==> config.mk <==
export PLATFORM = sky130hd
export DESIGN_NAME = sqwave_meas
export DESIGN_NICKNAME = d
export VERILOG_FILES = /design/src/rtl/sqwave_meas.sv
export SDC_FILE = /design/constraint.sdc
export NUM_CORES = 1
export LEC_CHECK = 0
export CORE_ASPECT_RATIO = 0.7
export CORE_MARGIN = 3
export CORE_UTILIZATION = 57
export DETAILED_ROUTE_END_ITERATION = 8
export HOLD_SLACK_MARGIN = 0.05
export PLACE_DENSITY = 0.85
export RECOVER_POWER = 100
export SETUP_SLACK_MARGIN = 0.1
export SYNTH_ARGS = -nofsm -noshare
export SYNTH_HDL_FRONTEND = slang
export SYNTH_SLANG_ARGS = --single-unit
==> constraint.sdc <==
create_clock -name clk -period 3.2 [get_ports clk]
set_input_delay 0.64 -clock clk [delete_from_list [all_inputs] [get_ports clk]]
set_output_delay 0.64 -clock clk [all_outputs]
set_load 0.01 [all_outputs]
==> src/rtl/sqwave_meas.sv <==
// Square-wave measurement: synchronizes sig_in and reports high/low phase lengths
// in clk cycles, one result per complete high+low period.
module sqwave_meas #(
  parameter int unsigned CNT_W       = 8,
  parameter int unsigned SYNC_STAGES = 2
) (
  input  logic             clk,
  input  logic             rst,
  input  logic             sig_in,
  input  logic             en,
  output logic [CNT_W-1:0] high_len,
  output logic [CNT_W-1:0] low_len,
  output logic [CNT_W:0]   period_len,
  output logic             meas_valid,
  output logic             sat
);

  typedef enum logic [1:0] {WAIT_RISE, HIGH, LOW} state_t;

  localparam logic [CNT_W-1:0] CNT_ONE = CNT_W'(1);
  localparam logic [CNT_W-1:0] CNT_MAX = '1;

  logic [SYNC_STAGES-1:0] r_sync;
  logic                   r_s_d;
  logic                   w_s;
  logic                   w_rise;
  logic                   w_fall;
  logic [CNT_W-1:0]       r_cnt;
  logic [CNT_W-1:0]       r_hi_hold;
  logic [CNT_W-1:0]       w_cnt_inc;
  logic                   r_sat_p;
  state_t                 r_state;

  always_ff @(posedge clk or posedge rst) begin
    if (rst) begin
      r_sync <= '0;
      r_s_d  <= 1'b0;
    end else begin
      r_sync <= {r_sync[SYNC_STAGES-2:0], sig_in};
      r_s_d  <= r_sync[SYNC_STAGES-1];
    end
  end

  always_comb begin
    w_s       = r_sync[SYNC_STAGES-1];
    w_rise    = w_s & ~r_s_d;
    w_fall    = ~w_s & r_s_d;
    w_cnt_inc = (r_cnt == CNT_MAX) ? CNT_MAX : r_cnt + CNT_ONE;
  end

  // The edge-detect cycle is cycle 1 of the new phase, so each phase restarts at 1.
  always_ff @(posedge clk or posedge rst) begin
    if (rst) begin
      r_state    <= WAIT_RISE;
      r_cnt      <= '0;
      r_hi_hold  <= '0;
      r_sat_p    <= 1'b0;
      high_len   <= '0;
      low_len    <= '0;
      period_len <= '0;
      meas_valid <= 1'b0;
      sat        <= 1'b0;
    end else begin
      meas_valid <= 1'b0;
      if (!en) begin
        r_state   <= WAIT_RISE;
        r_cnt     <= '0;
        r_hi_hold <= '0;
        r_sat_p   <= 1'b0;
      end else begin
        case (r_state)
          WAIT_RISE: begin
            if (w_rise) begin
              r_cnt   <= CNT_ONE;
              r_state <= HIGH;
            end
          end
          HIGH: begin
            if (w_fall) begin
              r_hi_hold <= r_cnt;
              r_cnt     <= CNT_ONE;
              r_state   <= LOW;
            end else begin
              r_cnt <= w_cnt_inc;
              if (w_cnt_inc == CNT_MAX) r_sat_p <= 1'b1;
            end
          end
          LOW: begin
            if (w_rise) begin
              high_len   <= r_hi_hold;
              low_len    <= r_cnt;
              period_len <= {1'b0, r_hi_hold} + {1'b0, r_cnt};
              sat        <= r_sat_p;
              meas_valid <= 1'b1;
              r_sat_p    <= 1'b0;
              r_cnt      <= CNT_ONE;
              r_state    <= HIGH;
            end else begin
              r_cnt <= w_cnt_inc;
              if (w_cnt_inc == CNT_MAX) r_sat_p <= 1'b1;
            end
          end
          default: r_state <= WAIT_RISE;
        endcase
      end
    end
  end

endmodule

==> results of run 1 <==
[cell families after synthesis]
kind of cell / count (synthesis)
fa+ha+maj: 14
mux: 7
compound gates: 57
flops: 49
xor+xnor: 4
buf+inv: 19
simple gates: 113
[cells in the final DEF, fill, tap and decap left out, types with 3 or more instances in the layout]
cell / Yosys / final
sky130_fd_sc_hd__nor2_1: 8 / 8
sky130_fd_sc_hd__nor2b_1: 11 / 11
sky130_fd_sc_hd__ha_1: 13 / 13
sky130_fd_sc_hd__nand3_1: 6 / 7
sky130_fd_sc_hd__a31oi_1: 5 / 5
sky130_fd_sc_hd__a21oi_1: 11 / 11
sky130_fd_sc_hd__inv_1: 9 / 10
sky130_fd_sc_hd__o21ai_0: 14 / 14
sky130_fd_sc_hd__nand2_1: 63 / 63
sky130_fd_sc_hd__nor3_1: 3 / 3
sky130_fd_sc_hd__xor2_1: 4 / 4
sky130_fd_sc_hd__nand2b_1: 5 / 5
sky130_fd_sc_hd__dlygate4sd3_1: 0 / 29
sky130_fd_sc_hd__a21o_1: 6 / 6
sky130_fd_sc_hd__mux2i_1: 7 / 7
sky130_fd_sc_hd__nor3b_1: 3 / 3
sky130_fd_sc_hd__dfrtp_1: 49 / 49
sky130_fd_sc_hd__clkbuf_8: 0 / 5
[critical path, delay by kind of cell]
family,cells,cell delay (ns)
AOI/OAI and AO/OA,4,0.97
buffers and inverters,2,0.95
and+or+nand+nor,1,0.10
[flip-flops by register name, indices dropped and copies added (netlist names), 2 cells and up]
name	count
r_cnt	8
r_sync	2
r_hi_hold	8
r_state	2
high_len	8
low_len	8
period_len	9
[worst paths after layout]
check,endpoint,slack [ns],cells after the start
worst max-delay path,r_cnt[7],0.78,7
worst min-delay path,r_sync[1],0.36,0
worst max register to register,high_len[6],0.82,6
worst min register to register,r_sync[1],0.36,0
max in group asynchronous,r_cnt[2],0.95,2
min in group asynchronous,high_len[5],1.22,2
[per-layer routing]
metal | share of wire (%) | wire length [µm] | vias to the layer above
met2 | 45 | 2298 | 56
met5 | 0 | 0 | -
li1 | - | - | 965
met1 | 49 | 2494 | 923
met3 | 6.2 | 317 | 4
met4 | 0.49 | 25 | 0
[power by group through the flow]
stage | Combinational, mW | Sequential [mW] | Clock [mW]
after global routing | 0.105 | 0.656 | 0.452
after CTS | 0.101 | 0.653 | 0.430
after floorplan | 0.0525 | 0.667 | 0
after global placement | 0.0981 | 0.664 | 0
after detailed placement | 0.0999 | 0.664 | 0
final | 0.0923 | 0.652 | 0.420
[area by class of cell]
type	count	area (µm²)
sequential	49	1226
tap	52	65.06
clock buffer	5	68.82
fill	302	1134
multi-input combinational	195	1191
inverter	10	37.54
clock inverter	2	35.03
timing repair buffer	32	307.8
[metrics by stage]
step | area, µm² | hold slack (ns) | utilization (%)
detailed placement | 2846 | 0.3394 | 70.02
floorplan | 2504 | 0.3312 | -
global placement | 2846 | 0.3362 | 70.02
CTS | 2950 | 0.3650 | 72.58
finish | 2932 | 0.3624 | 72.11
global route | 2932 | 0.3830 | 72.11
==> summary.md, run 1 <==
In this run the vertical extent of the chip is 61.45 µm. In the routed design, unresolved DRC markers number 0. At the end of the flow, the number of nets in the layout was 311. The tools report the endpoint class of the critical path as a flip-flop. The initial core utilization was 61.59%; the I/O pin total was 31. Post-CTS timing repair inserted 0 buffers for setup.

For the sum of negative setup slack, the log shows 0 ns. For met2 alone, demand over resource in global routing was 34.18%. The final route contains 1948 vias. Ranked by total cell area, the synthesized netlist is headed by sky130_fd_sc_hd__dfrtp_1, sky130_fd_sc_hd__nand2_1, sky130_fd_sc_hd__ha_1.

The tree is rooted in a sky130_fd_sc_hd__clkbuf_8. TritonCTS built the clock tree. Relative to the synthesized area, the layout overhead comes to 17.09%. Input and output buffers added on the ports amount to 30. Entering global routing, the biggest net connects 50 pins. Clock-pin slew was measured on the worst setup and hold paths at 0.08 ns. In this run the remaining antenna-violating nets after routing total 0. The detailed-router iteration count before antenna repair was 4; the die width was 85.22 µm. Among all cell types in the netlist, the one instantiated most often is sky130_fd_sc_hd__nand2_1. The tools report the timing startpoint of the critical path as en. The flip-flop and latch count after synthesis works out to 49. Dividing the synthesized area by the synthesized cell count gives 9.520 µm². In this run the worst path has a maximum fanout of 14. The run gives 4065 µm² as the core box area.

STA classifies the critical path startpoint as a primary input. The slew at the pin with the worst max-slew slack was 1.794 ns; the placer's final routability congestion estimate was 0.8696. The logs give -19.74% for the worst max-slew margin expressed relative to the limit and 5 for the CTS buffer count.

CTS built an H-tree with a depth of 2. The worst setup path is of the primary input to flip-flop kind. The first global-routing pass estimated 8452 µm of wire. The portion of total power attributed to combinational logic came out at 7.9%. By area, the combinational part of the netlist is dominated by simple AND/OR/NAND/NOR gates. Unique cell type count in the Yosys netlist: 46. The share of total power dissipated in sequential elements is 56.0%. The share of the clock period used by the worst path was 75.76%; the leakage power of the design was 1.548 nW. The Yosys step of the flow raised 0 warnings. Number of failing hold endpoints at the final stage: 0. Before CTS, the worst setup slack after placement is 0.9840 ns. In the final routed layout, each cell accounts on average for 14.89 µm. On the critical path, the stage with the largest delay is an instance of sky130_fd_sc_hd__dlygate4sd3_1. The fraction of synthesized area in multiplexers was 2.799%. The number of antenna violations at the first check in global routing is 0, and the global router's overall resource usage is 20.94%.

The count of cells in the finished layout, fillers not included, comes to 345. Global routing consumed, on the met1 layer, 28.50% of the routing resources. Setup slack on the critical path of the routed design comes to 0.7756 ns. Setup violations remaining at the end of the flow were counted as 0. The TritonCTS sink count was 49; the adder and majority cell fraction of the synthesized area was 7.296%. Cell type with the highest aggregate area in the netlist: sky130_fd_sc_hd__dfrtp_1. The tools report the internal power contribution as 901.9 µW. Global routing finished with a remaining overflow of 0.

Counting flops with a built-in enable in the synthesized netlist gives 0. After clock tree synthesis, the repair step resized 0 gates. The clock period minus worst slack was 2.424 ns. The number of antenna diodes in the final layout is 0. The flow ran to the end, but the final reports show violations. For this run, asynchronously set or reset flops after synthesis account for 100.0%. The floorplan has 19 rows. After detailed placement, the design holds a cell count of 338. The total of max-cap violations is 1, and the total half-perimeter wirelength after legalization and detailed placement is 3529 µm.

Final wirelength: 5137 µm. For this block, the initial DRC count from the detailed router was 92. The net count after synthesis is 281, and the maximum vdd ir drop is 0.2617 mV.

The maximum cell stage delay along the critical path is 0.55 ns. The source of the worst hold timing path was r_sync[0]. The synthesized-area fraction occupied by ao, oa, aoi and oai cells was 14.99%.

In the synthesized netlist the dominant register cell turns out to be sky130_fd_sc_hd__dfrtp_1. The data arrival time of the critical path is 2.66 ns. The startpoint identified for the worst register-to-register timing path is r_state[0]. At the later pin of the worst-skew pair, clock insertion delay measures 0.30 ns. The share of cells above drive strength 1 is 4.096%. In this run the worst hold path is classified as flip-flop to flip-flop. After synthesis, the largest area contributor takes up 48.98% of total cell area. The logs give 0.004103 ns for the worst setup skew after layout and 3.44 ns for the data required time of the worst path. Walking the worst path, the cells encountered are dlygate4sd3_1 > clkbuf_1 > nand2_1 > a21oi_1 > o221ai_1 > a31oi_1 > o22a_1.

Setup repair after global routing left no endpoint under its margin. Net switching is 22.53% of the power. The count of hold buffers inserted by post-cts repair was 0; the maximum clock frequency was 412.5 MHz.

In this run the power density over the cells is 397.1 nW/µm². Synthesis produced 263 cells. The clock network fraction of total power came out at 36.1%.

The most heavily used metal layer in global routing is met2. The average via count per standard cell was 5.646; the total chip power was 1.164 mW. The number of buffers on the longest clock path came out at 2. In this run the cell area of the synthesized design comes to 2504 µm².

The via count of the first global-routing pass was 1834. The tools report the sequential fraction of the synthesis area as 48.98%. In the global route stage, met3 resource usage came out at 4.545%. Summing the areas of all xor and xnor instances in the mapped netlist gives 1.399% of the synthesized area. The tools report the final max-slew violation count as 50. Summed over all nets, the switching power comes to 262.3 µW. Ranked by instance count, the synthesized netlist is headed by sky130_fd_sc_hd__nand2_1, sky130_fd_sc_hd__dfrtp_1, sky130_fd_sc_hd__o21ai_0. After Yosys synthesis, and, or, nand and nor cells account for 21.54% of the synthesized area. The final reports fail on max-capacitance violations, max-slew violations. The floorplan step defined a die boundary enclosing 5236 µm².
Note: power is estimated with default switching activity, not from simulation.
==> run 2, diff against run 1 <==
- CORE_UTILIZATION: 57 -> 55
- PLACE_DENSITY: 0.85 -> 0.82
- clock period: 3.2 -> 2.3 ns (I/O delays scaled with it)
==> summary.md, run 2 (synthesis gave the netlist of run 1 again) <==
The total chip power is 1.589 mW (was 1.164 mW). Number of input and output port buffers inserted: 30 (unchanged). Gate family responsible for the most delay along the worst path: buffers and inverters (was compound AO/OA/AOI/OAI gates).

The type of the worst min-delay path was flip-flop to flip-flop (unchanged). The clock latency at the later pin of the worst-skew pair was 0.31 ns (was 0.30 ns); the height of the die was 62.45 µm (was 61.45 µm). The clock network fraction of total power is 34.6% (was 36.1%), and the final max-slew violation count is 0 (was 50).

Counting I/O delays and the setup requirement, the final critical path takes 2.009 ns. For the net switching power, the log shows 375.5 µW (was 262.3 µW). For the number of failing hold endpoints at the final stage, the log shows 0 (unchanged). The core box area was 4136 µm² (was 4065 µm²). The met3 usage in global routing is 5.402% (was 4.545%), and the cell depth of the worst min-delay path is 0 (unchanged). The worst max-slew margin expressed relative to the limit came out at 52.17% (was -19.74%). The tools report the source of the worst hold timing path as r_sync[0] (unchanged).

The die footprint was 5411 µm² (was 5236 µm²). The tools report the endpoint class of the critical path as a flip-flop (unchanged). The count of cells along the worst register-to-register path is 7 (was 6).

The tools report the terminus of the critical flop-to-flop path as period_len[4] (was high_len[6]). The total congestion overflow was 0 (unchanged); the share of the clock period used by the worst path was 87.35%. The number of core rows was 19 (unchanged); the global router's overall resource usage was 21.38% (was 20.94%). The DRC violation count after routing is 0 (unchanged).

The combined buffer and inverter count along the critical path was 3 (was 2); the share of cells above drive strength 1 was 7.358% (was 4.096%). The power density of the placed cells was 534.5 nW/µm² (was 397.1 nW/µm²). The worst reg-to-reg setup slack is 0.29 ns (was 0.82 ns), and the detailed-router iteration count before antenna repair is 4 (unchanged). For the data required time of the worst path, the log shows 2.55 ns (was 3.44 ns). Commonest non-fill, non-tap cells in the layout: sky130_fd_sc_hd__nand2_1, sky130_fd_sc_hd__dfrtp_1, sky130_fd_sc_hd__dlygate4sd3_1, sky130_fd_sc_hd__o21ai_0, sky130_fd_sc_hd__ha_1 (unchanged). The maximum cell stage delay along the critical path works out to 0.45 ns (was 0.55 ns). The final setup violation count was 0 (unchanged); the global routing met1 resource utilization was 30.25% (was 28.50%). The TritonCTS sink count came out at 49 (unchanged).

Number of flip-flops under the largest register name: 9 (unchanged). The most frequent standard cell in the layout excluding fill and tap cells is sky130_fd_sc_hd__nand2_1 (unchanged). Switching portion of total power: 23.63% (was 22.53%).

For the CTS buffer count, the log shows 5 (unchanged). The slew at the pin with the worst max-slew slack is 0.7174 ns (was 1.794 ns), and the number of vias after detailed routing is 1968 (was 1948). The register clock-pin slew on the reported worst setup and hold paths came out at 0.09 ns (was 0.08 ns). The flow ran to the end, and the final reports show no timing, DRC or antenna violations.

Library cell appearing most often on the critical path: sky130_fd_sc_hd__nand3_1. The number of antenna violations at the first check in global routing is 0 (unchanged). The logs give 1.214 mW (was 901.9 µW) for the internal power contribution and 3791 µm (was 3529 µm) for the total half-perimeter wirelength after legalization and detailed placement. The tools report the final design utilization as 71.87% (was 72.11%).

The final wirelength is 5236 µm (was 5137 µm). The initial core utilization was 60.53% (was 61.59%); the count of H-tree levels built during CTS was 2 (unchanged). The starting DRC count in detailed routing was 126 (was 92); the post-detailed-route count of antenna-violating nets was 0 (unchanged).

The via count of the first global-routing pass was 1904 (was 1834); the die width was 86.64 µm (was 85.22 µm). Clock root buffer master: sky130_fd_sc_hd__clkbuf_8 (unchanged). The master of the slowest instance on the critical path was sky130_fd_sc_hd__dfrtp_1 (was sky130_fd_sc_hd__dlygate4sd3_1). The data arrival time of the critical path came out at 2.26 ns (was 2.66 ns).

Most heavily used metal layer in global routing: met2 (unchanged). The count of hold buffers inserted by post-cts repair is 0 (unchanged), and the largest fanout on the critical path is 19 (was 14). The tools report the final antenna diode count as 0 (unchanged). The run gives 57.0% (was 56.0%) as the sequential fraction of design power. The post-detailed-route wirelength per cell was 14.92 µm (was 14.89 µm); the placer's final routability congestion estimate was 0.8715 (was 0.8696). Type of the worst setup path: flip-flop to flip-flop (was primary input to flip-flop). The tools report the maximum vdd ir drop as 0.4646 mV (was 0.2617 mV). The tools report the worst reg2reg path startpoint as r_state[0] (unchanged). Met2 usage: 32.44% (was 34.18%).

The layout overhead on the synthesized area came out at 18.74% (was 17.09%). TritonCTS built the clock tree. For the total of max-cap violations, the log shows 0 (was 1). Register name with the most flops: period_len (unchanged). The global-route wire length before repair came out at 9142 µm (was 8452 µm). The tools report the I/O pin total as 31 (unchanged). Nature of the critical path startpoint: a flip-flop (was a primary input).

The run gives 2 (unchanged) as the number of buffers on the longest clock path. Setup repair after global routing left no endpoint under its margin. The maximum number of pins on one net before global-route repair is 31 (was 50). Cells along the critical path: inv_1 > ha_1 > nand3_1 > clkbuf_2 > inv_2 > nand3_1 > nand2_1 (was dlygate4sd3_1 > clkbuf_1 > nand2_1 > a21oi_1 > o221ai_1 > a31oi_1 > o22a_1).

The logs give 316 (was 311) for the layout net count and 0 ns (unchanged) for the sum of negative setup slack. The logs give 0.005492 ns (was 0.004103 ns) for the worst setup skew after layout and 1.571 nW (was 1.548 nW) for the leakage power of the design. Static timing analysis puts the maximum clock frequency at 497.8 MHz.

The portion of total power attributed to combinational logic was 8.3% (was 7.9%). Destination of the worst hold path: r_sync[1] (unchanged). The worst slack on hold paths is 0.3608 ns (was 0.3624 ns), and the average via count per standard cell is 5.607 (was 5.646).
## run 2: changes by cell type in the layout (fill, tap and decap cells not counted), sizes merged
cell,before,now
clkbuf,7,10
buf,0,4
bufinv,1,0
## run 2: power by group through the flow
stage	combinational [mW]	sequential, mW	clock [mW]
2_1_floorplan	0.0730	0.928	0
3_3_place_gp	0.143	0.924	0
3_5_place_dp	0.146	0.923	0
4_1_cts	0.146	0.906	0.557
5_1_grt	0.148	0.910	0.600
6_report	0.133	0.906	0.550
## run 2: worst max-delay path by stage
| stage | from | to | slack (ns) | depth (start not counted) |
|---|---|---|---|---|
| floorplan | r_cnt[0] | period_len[6] | 0.48 | 8 |
| global placement | en | r_cnt[3] | 0.30 | 7 |
| detailed placement | r_cnt[0] | period_len[8] | 0.27 | 8 |
| CTS | r_cnt[0] | period_len[8] | 0.26 | 8 |
| global route | rst | r_cnt[0] | 0.09 | 3 |
| finish | r_state[0] | period_len[4] | 0.29 | 7 |
## run 2: worst reg2reg max path, cell delays in order, from the launching register on
cell and delay, ns:
sky130_fd_sc_hd__dfrtp_1 0.45, sky130_fd_sc_hd__inv_1 0.11, sky130_fd_sc_hd__ha_1 0.26, sky130_fd_sc_hd__nand3_1 0.30
sky130_fd_sc_hd__clkbuf_2 0.32, sky130_fd_sc_hd__inv_2 0.31, sky130_fd_sc_hd__nand3_1 0.13, sky130_fd_sc_hd__nand2_1 0.08
## run 2: what timing repair did
| action | CTS | global route |
|---|---|---|
| setup endpoints to repair | 0 | 2 |
| setup buffers | 0 | 0 |
| gates resized for setup | 0 | 1 |
## run 2: area by class of cell
cell class	count	area, µm²
sequential	49	1227
multi-input combinational	195	1197
fill	317	1164
timing repair buffer	37	344.1
clock buffer	7	96.34
tap	52	65.06
inverter	10	37.54
clock inverter	1	5.005
## run 2: per-stage QoR
| stage | setup WS, ns | instances | instance area [µm²] |
|---|---|---|---|
| final | 0.2910 | 351 | 2973 |
| after global routing | 0.08668 | 351 | 2973 |
| after CTS | 0.2622 | 351 | 2998 |
| after detailed placement | 0.2677 | 343 | 2897 |
| after global placement | 0.3022 | 343 | 2897 |
| after floorplan | 0.4761 | 263 | 2504 |
## run 2: per-layer routing
layer	part of all wire [%]	wire [µm]
met1	48	2520
met5	0	0
met2	43	2274
met4	0.95	50
met3	7.5	391
==> run 3, diff against run 2 <==
- CORE_UTILIZATION: 55 -> 50
- HOLD_SLACK_MARGIN: 0.05 -> default
- PLACE_DENSITY: 0.82 -> 0.76
==> summary.md, run 3 (synthesis gave the netlist of run 1 again) <==
The flow ran to the end, and the final reports show no timing, DRC or antenna violations. The run gives 4579 µm² (was 4136 µm²) as the core box area. The sum of negative setup slack is 0 ns (unchanged). The CTS buffer count was 5 (unchanged); the post-detailed-route wirelength per cell was 14.33 µm (was 14.92 µm). The clock period minus worst slack is 2.081 ns (was 2.009 ns), and the via count of the first global-routing pass is 1868 (was 1904).

The tools report the final wirelength as 5217 µm (was 5236 µm). The source of the worst hold timing path was r_sync[0] (unchanged). The logs give 0 (unchanged) for the final antenna diode count and 0 (unchanged) for the total congestion overflow.

The register clock-pin slew on the reported worst setup and hold paths was 0.09 ns (about the same). The slew at the pin with the worst max-slew slack is 1.181 ns (was 0.7174 ns). The run gives 5906 µm² (was 5411 µm²) as the die footprint. The maximum number of pins on one net before global-route repair is 50 (was 31), and the worst setup skew after layout is 0.007744 ns (was 0.005492 ns). The worst reg2reg path startpoint was r_state[0] (unchanged). The tools report the post-layout worst setup margin as 0.2187 ns (was 0.2910 ns).

The nature of the critical path startpoint is a flip-flop (unchanged). The tools report the number of core rows as 20 (was 19). The layout net count came out at 315 (was 316). The total half-perimeter wirelength after legalization and detailed placement came out at 3680 µm (was 3791 µm). For the total chip power, the log shows 1.669 mW (was 1.589 mW).

The run gives 372.2 µW (was 375.5 µW) as the net switching power. The logs give 0.3627 ns (was 0.3608 ns) for the worst slack on hold paths and 1.297 mW (was 1.214 mW) for the internal power contribution. The type of the worst setup path is flip-flop to flip-flop (unchanged).

The pre-CTS worst setup slack came out at 0.2031 ns (was 0.2677 ns). Data required time of the worst path: 2.54 ns (was 2.55 ns). The count of cells along the worst register-to-register path was 6 (was 7). The cell depth of the worst min-delay path is 0 (unchanged), and the number of flip-flops under the largest register name is 9 (unchanged). The largest fanout on the critical path came out at 19 (unchanged). The tools report the leakage power of the design as 1.563 nW (was 1.571 nW).

The tools report the worst max-slew margin expressed relative to the limit as 21.26% (was 52.17%). The share of cells above drive strength 1 is 7.383% (was 7.358%). The run gives 0 (unchanged) as the number of failing hold endpoints at the final stage. Maximum clock frequency: 480.5 MHz (was 497.8 MHz). The share of the clock period used by the worst path is 90.49% (was 87.35%).

TritonCTS built the clock tree. The most frequent standard cell in the layout excluding fill and tap cells was sky130_fd_sc_hd__nand2_1 (unchanged). The final setup violation count was 0 (unchanged); the clock network fraction of total power was 37.6% (was 34.6%). The power density of the placed cells came out at 555.0 nW/µm² (was 534.5 nW/µm²). The switching portion of total power is 22.30% (was 23.63%). The die width is 90.58 µm (was 86.64 µm), and the maximum vdd ir drop is 0.2758 mV (was 0.4646 mV). The tools report the endpoint class of the critical path as a flip-flop (unchanged). The detailed-router iteration count before antenna repair came out at 4 (unchanged). The tools report the clock root buffer master as sky130_fd_sc_hd__clkbuf_8 (unchanged). The logs give 0 (unchanged) for the final max-slew violation count and 54.67% (was 60.53%) for the initial core utilization.

The tools report the clock latency at the later pin of the worst-skew pair as 0.30 ns (was 0.31 ns). The placer's final routability congestion estimate came out at 0.8930 (was 0.8715). The number of input and output port buffers inserted is 30 (unchanged), and the total of max-cap violations is 0 (unchanged). Commonest non-fill, non-tap cells in the layout: sky130_fd_sc_hd__nand2_1, sky130_fd_sc_hd__dfrtp_1, sky130_fd_sc_hd__dlygate4sd3_1, sky130_fd_sc_hd__o21ai_0, sky130_fd_sc_hd__ha_1 (unchanged). Layout overhead on the synthesized area: 20.09% (was 18.74%). Number of buffers on the longest clock path: 2 (unchanged).

The height of the die works out to 65.21 µm (was 62.45 µm). The type of the worst min-delay path was flip-flop to flip-flop (unchanged). For the global-route wire length before repair, the log shows 8983 µm (was 9142 µm). The sequential fraction of design power is 54.4% (was 57.0%). The run gives 2013 (was 1968) as the number of vias after detailed routing. The destination of the worst hold path is r_sync[1] (unchanged). For the I/O pin total, the log shows 31 (unchanged). The number of antenna violations at the first check in global routing came out at 0 (unchanged).

Register name with the most flops: period_len (unchanged). DRC violation count after routing: 0 (unchanged). The starting DRC count in detailed routing is 126 (unchanged). The number of fill cells was 369 (was 317); the data arrival time of the critical path was 2.32 ns (was 2.26 ns). The count of H-tree levels built during CTS was 2 (unchanged); the post-detailed-route count of antenna-violating nets was 0 (unchanged). Setup repair after global routing left no endpoint under its margin. The global router's overall resource usage is 19.20% (was 21.38%).

The average via count per standard cell was 5.530 (was 5.607); the portion of total power attributed to combinational logic was 8.1% (was 8.3%). For the count of buffers added by post-CTS timing repair for setup, the log shows 0 (unchanged). The TritonCTS sink count came out at 49 (unchanged). The worst reg-to-reg setup slack is 0.22 ns (was 0.29 ns). The terminus of the critical flop-to-flop path is period_len[4] (unchanged).
## run 3: cell count changes in the layout (fill, tap and decap cells not counted), sizes merged
cell / delta
bufinv: +1
inv: -1
clkbuf: -1
## run 3: metal layers
| metal | share of wire, % | GRT usage (%) |
|---|---|---|
| met1 | 48 | 26.96 |
| met2 | 45 | 30.19 |
| met3 | 5.4 | 4.005 |
| met4 | 0.77 | 5.725 |
| met5 | 0 | 0 |
## run 3: per-stage QoR
step	util [%]	cell area, µm²	cells
finish	65.66	3007	364
global route	65.66	3007	364
CTS	66.01	3023	364
detailed placement	63.47	2907	356
global placement	63.47	2907	356
floorplan	-	2504	263
## run 3: worst max path at each step
stage / startpoint / endpoint / slack [ns] / cells after the start
3_3_place_gp: en / r_cnt[6] / 0.33 / 4
5_1_grt: r_state[0] / period_len[4] / 0.09 / 6
2_1_floorplan: r_cnt[0] / period_len[6] / 0.48 / 8
4_1_cts: r_cnt[0] / period_len[8] / 0.21 / 8
3_5_place_dp: r_cnt[0] / period_len[8] / 0.20 / 8
6_report: r_state[0] / period_len[4] / 0.22 / 6
## run 3: timing repair
item,CTS,global route
hold buffers,0,0
gates resized for setup,0,2
setup endpoints to repair,0,2
## run 3: final cells by class
| class | count | area (µm²) | area share [%] |
|---|---|---|---|
| Inverter | 10 | 37.54 | 1.248 |
| Tap cell | 66 | 82.58 | 2.747 |
| Timing Repair Buffer | 36 | 340.3 | 11.32 |
| Sequential cell | 49 | 1227 | 40.82 |
| Multi-Input combinational cell | 195 | 1202 | 39.99 |
| Clock buffer | 7 | 86.33 | 2.871 |
| Clock inverter | 1 | 30.03 | 0.9988 |
## run 3: worst max-delay path: stages, from the launching register on
cell                      delay [ns]
sky130_fd_sc_hd__dfrtp_1        0.45
sky130_fd_sc_hd__inv_1          0.11
sky130_fd_sc_hd__ha_1           0.26
sky130_fd_sc_hd__nand3_1        0.44
sky130_fd_sc_hd__inv_2          0.46
sky130_fd_sc_hd__nand3_1        0.19
sky130_fd_sc_hd__nand2_1        0.10
## run 3: power groups by stage
stage	sequential [mW]	clock, mW	combinational, mW
after floorplan	0.928	0	0.0730
after global placement	0.923	0	0.144
after detailed placement	0.925	0	0.147
after CTS	0.908	0.641	0.148
after global routing	0.913	0.685	0.152
final	0.907	0.627	0.135
